### config.mk
export PLATFORM = sky130hd
export DESIGN_NAME = systolic_skew_feeder
export DESIGN_NICKNAME = d
export VERILOG_FILES = /design/src/rtl/systolic_skew_feeder_pkg.sv /design/src/rtl/systolic_skew_feeder_delay.sv /design/src/rtl/systolic_skew_feeder.sv
export SDC_FILE = /design/constraint.sdc
export NUM_CORES = 1
export LEC_CHECK = 0
export CORE_MARGIN = 2
export CORE_UTILIZATION = 41
export CTS_CLUSTER_SIZE = 14
export DETAILED_ROUTE_END_ITERATION = 16
export HOLD_SLACK_MARGIN = 0.03
export PLACE_DENSITY = 0.71
export SLEW_MARGIN = 20
export SYNTH_ARGS = -nofsm -noshare
export SYNTH_HDL_FRONTEND = slang
export SYNTH_SLANG_ARGS = --single-unit
### constraint.sdc
create_clock -name clk -period 1.2 [get_ports clk]
set_input_delay 0.24 -clock clk [delete_from_list [all_inputs] [get_ports clk]]
set_output_delay 0.24 -clock clk [all_outputs]
set_load 0.03 [all_outputs]
### src/rtl/systolic_skew_feeder_pkg.sv
// Shared definitions for the systolic skew feeder.
//   DEFAULT_DATA_SIZE : default width of one Q8.8 element
//   DEFAULT_SIZE      : default lane count of the downstream array
//   FRAC_BITS         : fraction bits of the default Q8.8 element
//   feeder_state_t    : FSM state encoding (also exported on the debug port)
package systolic_skew_feeder_pkg;

    localparam int DEFAULT_DATA_SIZE = 16;
    localparam int DEFAULT_SIZE      = 3;
    localparam int FRAC_BITS         = DEFAULT_DATA_SIZE / 2;

    typedef enum logic [1:0] {
        ST_IDLE   = 2'd0,
        ST_STREAM = 2'd1,
        ST_FLUSH  = 2'd2
    } feeder_state_t;

    // Fraction bits of a Q(n/2).(n/2) element of the given width.
    function automatic int frac_bits_of(input int data_size);
        return data_size / 2;
    endfunction

endpackage

### src/rtl/systolic_skew_feeder_delay.sv
// skew_delay_line: fixed-latency register chain for one lane of the skew.
//   clk, rst_n : clock, asynchronous active-low reset (clears every stage)
//   din        : element injected this cycle
//   dout       : element injected depth cycles earlier
module skew_delay_line #(
    parameter int data_size = 16,
    parameter int depth     = 1
) (
    input  logic                 clk,
    input  logic                 rst_n,
    input  logic [data_size-1:0] din,
    output logic [data_size-1:0] dout
);

    logic [data_size-1:0] stage [depth];

    always_ff @(posedge clk or negedge rst_n) begin
        if (!rst_n) begin
            for (int i = 0; i < depth; i++) begin
                stage[i] <= '0;
            end
        end else begin
            stage[0] <= din;
            for (int i = 1; i < depth; i++) begin
                stage[i] <= stage[i-1];
            end
        end
    end

    assign dout = stage[depth-1];

endmodule

### src/rtl/systolic_skew_feeder.sv
// systolic_skew_feeder: turns a stream of whole A/B vectors into the
// diagonally skewed wavefront expected by continuous_systolic.
//   clk, rst_n     : clock, asynchronous active-low reset
//   in_a, in_b     : one vector per transfer, lane 0 in the MSB slice
//   in_valid       : source has a vector on in_a/in_b/in_last
//   in_last        : vector is the final one of a tile
//   in_ready       : feeder can take a vector this cycle
//   a, b           : skewed streams, lane k delayed k+1 cycles
//   reset_counter  : one-cycle pulse alongside lane 0 of a tile's first vector
//   tile_done      : one-cycle pulse on the first IDLE cycle after a flush
//   state_dbg      : current FSM state, for observation only
//
// Handshake: a vector is consumed on a rising edge where in_valid and
// in_ready are both 1; in_ready depends only on the state, never on in_valid.
module systolic_skew_feeder
    import systolic_skew_feeder_pkg::*;
#(
    parameter int data_size = DEFAULT_DATA_SIZE,
    parameter int size      = DEFAULT_SIZE
) (
    input  logic                      clk,
    input  logic                      rst_n,
    input  logic [data_size*size-1:0] in_a,
    input  logic [data_size*size-1:0] in_b,
    input  logic                      in_valid,
    input  logic                      in_last,
    output logic                      in_ready,
    output logic [data_size*size-1:0] a,
    output logic [data_size*size-1:0] b,
    output logic                      reset_counter,
    output logic                      tile_done,
    output feeder_state_t             state_dbg
);

    // Cycles needed after the last vector for lane size-1 to drain its
    // wavefront through the array.
    localparam int FLUSH_LEN = 2 * size - 2;
    localparam int CNT_W     = $clog2(2 * size + 1);

    feeder_state_t    state, state_next;
    logic [CNT_W-1:0] flush_cnt, flush_cnt_next;
    logic [CNT_W-1:0] flush_inc;
    logic             reset_counter_next;
    logic             tile_done_next;
    logic             xfer;

    always_ff @(posedge clk or negedge rst_n) begin
        if (!rst_n) begin
            state         <= ST_IDLE;
            flush_cnt     <= '0;
            reset_counter <= 1'b0;
            tile_done     <= 1'b0;
        end else begin
            state         <= state_next;
            flush_cnt     <= flush_cnt_next;
            reset_counter <= reset_counter_next;
            tile_done     <= tile_done_next;
        end
    end

    always_comb begin
        state_next         = state;
        flush_cnt_next     = flush_cnt;
        reset_counter_next = 1'b0;
        tile_done_next     = 1'b0;
        in_ready           = (state != ST_FLUSH);
        xfer               = in_valid && in_ready;
        flush_inc          = flush_cnt + 1'b1;

        case (state)
            ST_IDLE: begin
                if (xfer) begin
                    // Registered so the pulse lines up with lane 0's register.
                    reset_counter_next = 1'b1;
                    state_next         = in_last ? ST_FLUSH : ST_STREAM;
                end
            end
            ST_STREAM: begin
                if (xfer && in_last) begin
                    state_next = ST_FLUSH;
                end
            end
            ST_FLUSH: begin
                // ">=" keeps size=1 (FLUSH_LEN=0) to a single FLUSH cycle.
                if (flush_inc >= CNT_W'(FLUSH_LEN)) begin
                    state_next     = ST_IDLE;
                    flush_cnt_next = '0;
                    tile_done_next = 1'b1;
                end else begin
                    flush_cnt_next = flush_inc;
                end
            end
            default: begin
                state_next     = ST_IDLE;
                flush_cnt_next = '0;
            end
        endcase
    end

    assign state_dbg = state;

    // Each lane injects its slice on a transfer and a zero bubble otherwise,
    // so the array keeps moving whether or not the source has data.
    for (genvar k = 0; k < size; k++) begin : g_lane
        logic [data_size-1:0] inj_a, inj_b;

        assign inj_a = xfer ? in_a[data_size*(size-k)-1 -: data_size] : '0;
        assign inj_b = xfer ? in_b[data_size*(size-k)-1 -: data_size] : '0;

        skew_delay_line #(
            .data_size (data_size),
            .depth     (k + 1)
        ) u_dl_a (
            .clk  (clk),
            .rst_n(rst_n),
            .din  (inj_a),
            .dout (a[data_size*(size-k)-1 -: data_size])
        );

        skew_delay_line #(
            .data_size (data_size),
            .depth     (k + 1)
        ) u_dl_b (
            .clk  (clk),
            .rst_n(rst_n),
            .din  (inj_b),
            .dout (b[data_size*(size-k)-1 -: data_size])
        );
    end

endmodule

==> results_dict.tcl <==
set metrics [dict create \
    drcViolationCount 0 \
    p_total_mw 18.65 \
    syn_inst 396 \
    fp.dieH_um 127.9 \
    grt_max_degree 65 \
    status "finished with violations" \
    grt_pass1_vias 3706 \
    cts-root-buf "clkbuf_16" \
    gp_congestion 0.7572 \
    ys_types 20 \
    fmax_mhz 739.3 \
    synth.top_cell.area_share 0.7917 \
    powerDensity_mw_per_mm2 2044 \
    fin_util 0.6046 \
    r2r_slack_ns -0.07 \
    die-area_mm2 0.01635 \
    io_pins 201 \
    insertion_delay_ns 0.42 \
    antenna_cells 0 \
    rsz0062_at_grt "yes" \
    yosysSeqAreaShare 0.7917 \
    final-hold-violation-count 0 \
    min_period_ns 1.353 \
    cp_slowest_stage_delay_ns 0.43 \
    worstHoldPathType "in2reg" \
    std_cell_rows 45 \
    vdd_ir_drop_max_uv 893.1 \
    path_class "reg2out" \
    n_fill_cell 1116 \
    netlist_area_mm2 0.006290 \
    dp_cells 715 \
    yosys-top-cells-area "dfrtp_1 (79%), and3_1 (9.5%), buf_4 (7.8%), clkbuf_2 (0.64%), clkbuf_1 (0.60%)" \
    drv_slew 0 \
    cp.arrival_ns 1.11 \
    ant_nets 0 \
    final_cell_area_mm2 0.009123 \
    antenna_found_initial 0 \
    violations "negative setup slack" \
    critPathMostFrequentCell "buf_6" \
    crit_required_ns 0.96 \
    path_max_fanout 2 \
    relSlewSlack 0.7758 \
    path_clk_slew_ns 0.07 \
    drt-pass1-iter-count 6 \
    max_cap_violations 0 \
    grt_use_total 0.1657 \
    fin_skew_ns 0.007065 \
    setup_ws_ns -0.1526 \
    gr-total-overflow 0 \
    cts_inserted_buffers 17 \
    instances_no_fill 752 \
    coreArea_mm2 0.01509 \
    crit_family "flip-flops" \
    wirelength_mm 13.00 \
    postSynthRegisterBits 199 \
    finish.net_count 652 \
    yosys_warnings 0 \
    cp.buffers_inverters 2 \
    tightest_slew_ns 0.3363 \
    setup_violations 108 \
    cts_tree "yes" \
    syn-num-nets 497 \
    portBuffers 200 \
    first_iter_violations 188 \
    ctsLongestPathBuffers 2 \
    placed_area_mm2 0.008090 \
    dr_total_vias 3419 \
    dp_hpwl_mm 8.769 \
    cts_max_level 4 \
    synth_top_area_cell "dfrtp_1" \
    cts.sinks 199 \
    initial_core_util 0.4168 \
    path_cells "buf_6 -> buf_6" \
    area_growth_pct 45.04 \
    end_kind "output pin" \
    wire_per_inst_um 17.28 \
    drive_gt1_frac 0.2819 \
    grt_pass1_wl_mm 20.05 \
    cp-start-kind "flip-flop" \
    die_w_um 127.9 \
    tns_ns -4.314 \
    avgSynthCellArea_um2 15.88 \
    critical_path.slowest_cell "dfrtp_2" \
    finalCritPeriodShare 1.127 \
    routed_via_density 4.547 \
    p_leak_nw 4.679 \
]
area by class of cell:
| class | count | area (um2) | share of cell area |
|---|---|---|---|
| flip-flops and latches | 199 | 4982 | 0.5462 |
| repair buffers | 222 | 2542 | 0.2787 |
| multi-input cells | 109 | 740.7 | 0.08120 |
| clock buffers | 23 | 478.0 | 0.05239 |
| well taps | 188 | 235.2 | 0.02579 |
| clock inverters | 9 | 136.4 | 0.01495 |
| inverters | 2 | 7.507 | 0.0008229 |
through the flow:
| stage | setup WS (ns) | hold WS (ns) |
|---|---|---|
| finish | -0.1526 | 0.1746 |
| floorplan | 0.002870 | -0.05559 |
| detailed placement | -0.03719 | 0.1860 |
| global placement | 0.03803 | 0.1803 |
| CTS | -0.1820 | 0.1478 |
| global route | -0.1942 | 0.1679 |
cell families after synthesis:
family	Yosys count	synth area share
AO/OA/AOI/OAI	3	0.005770
XOR/XNOR	1	0.001393
adder cells (fa/ha/maj)	1	0.001989
buffers and inverters	88	0.09549
flip-flops	199	0.7917
AND/OR/NAND/NOR	104	0.1036
timing repair:
item,4_1_cts,5_1_grt
setup endpoints to repair,104,193
hold buffers,1,0
pin swaps,0,1
endpoints found under the hold margin,52,0
gates cloned,0,2
resized for setup,87,3
buffers inserted,2,0
where the power goes:
group | switching (mW) | leakage (nW) | internal, mW
clock | 2.35 | 0.295 | 3.47
combinational | 2.39 | 1.77 | 2.22
sequential | 0.457 | 2.61 | 7.76
synthesized netlist by cell type (all sizes together):
cell      n
dfrtp   199
and3     96
buf      68
clkbuf   18
inv       2
nand2b    2
nor3b     2
and2b     1
ha        1
nand2     1
nor2      1
nor2b     1
o22ai     1
o31ai     1
o32ai     1
xor2      1
registers in the layout (all words and copies together), names as in the netlist:
| register | flops |
|---|---|
| state_dbg | 2 |
| g_lane.u_dl_b.stage | 48 |
| flush_cnt | 3 |
| reset_counter | 1 |
| g_lane.u_dl_b.dout | 48 |
| g_lane.u_dl_a.stage | 48 |
| tile_done | 1 |
| g_lane.u_dl_a.dout | 48 |
metal layers:
layer | track usage | vias up | wire length [um]
met4 | 0.08339 | 0 | 361
met1 | 0.1879 | 1754 | 4795
met2 | 0.2850 | 106 | 7185
met3 | 0.05050 | 22 | 656
li1 | - | 1537 | -
met5 | 0 | - | 0
cells in the final DEF, fill, tap and decap left out, types with 2 or more instances in the layout:
master | synthesis | routed
inv_1 | 2 | 2
dfrtp_2 | 0 | 2
buf_6 | 2 | 87
dfrtp_1 | 199 | 197
clkdlybuf4s50_1 | 0 | 97
clkbuf_8 | 0 | 4
nor3b_1 | 2 | 2
inv_6 | 0 | 3
bufinv_16 | 0 | 3
buf_12 | 0 | 21
and3_1 | 96 | 96
clkinvlp_4 | 0 | 2
clkbuf_16 | 0 | 18
clkbuf_1 | 10 | 3
buf_4 | 65 | 12
path summary, 6_finish.rpt:
| kind | startpoint | end | cells after the start |
|---|---|---|---|
| max in group asynchronous | rst_n | g_lane[1].u_dl_a.dout[0] | 3 |
| setup / recovery | state_dbg[1] | state_dbg[1] | 2 |
| hold reg to reg | g_lane[2].u_dl_a.stage[34] | g_lane[2].u_dl_a.stage[18] | 0 |
| min in group asynchronous | rst_n | g_lane[2].u_dl_b.stage[28] | 2 |
| hold / removal | in_valid | g_lane[1].u_dl_b.stage[16] | 2 |
| setup reg to reg | state_dbg[0] | g_lane[1].u_dl_b.stage[24] | 4 |
worst register-to-register path, delay by kind of cell, from the launching register on:
| kind | cells | cell delay [ns] |
|---|---|---|
| flops | 1 | 0.40 |
| buf+inv | 2 | 0.39 |
| simple gates | 2 | 0.37 |
No activity file was read; power rests on OpenSTA's default activity.
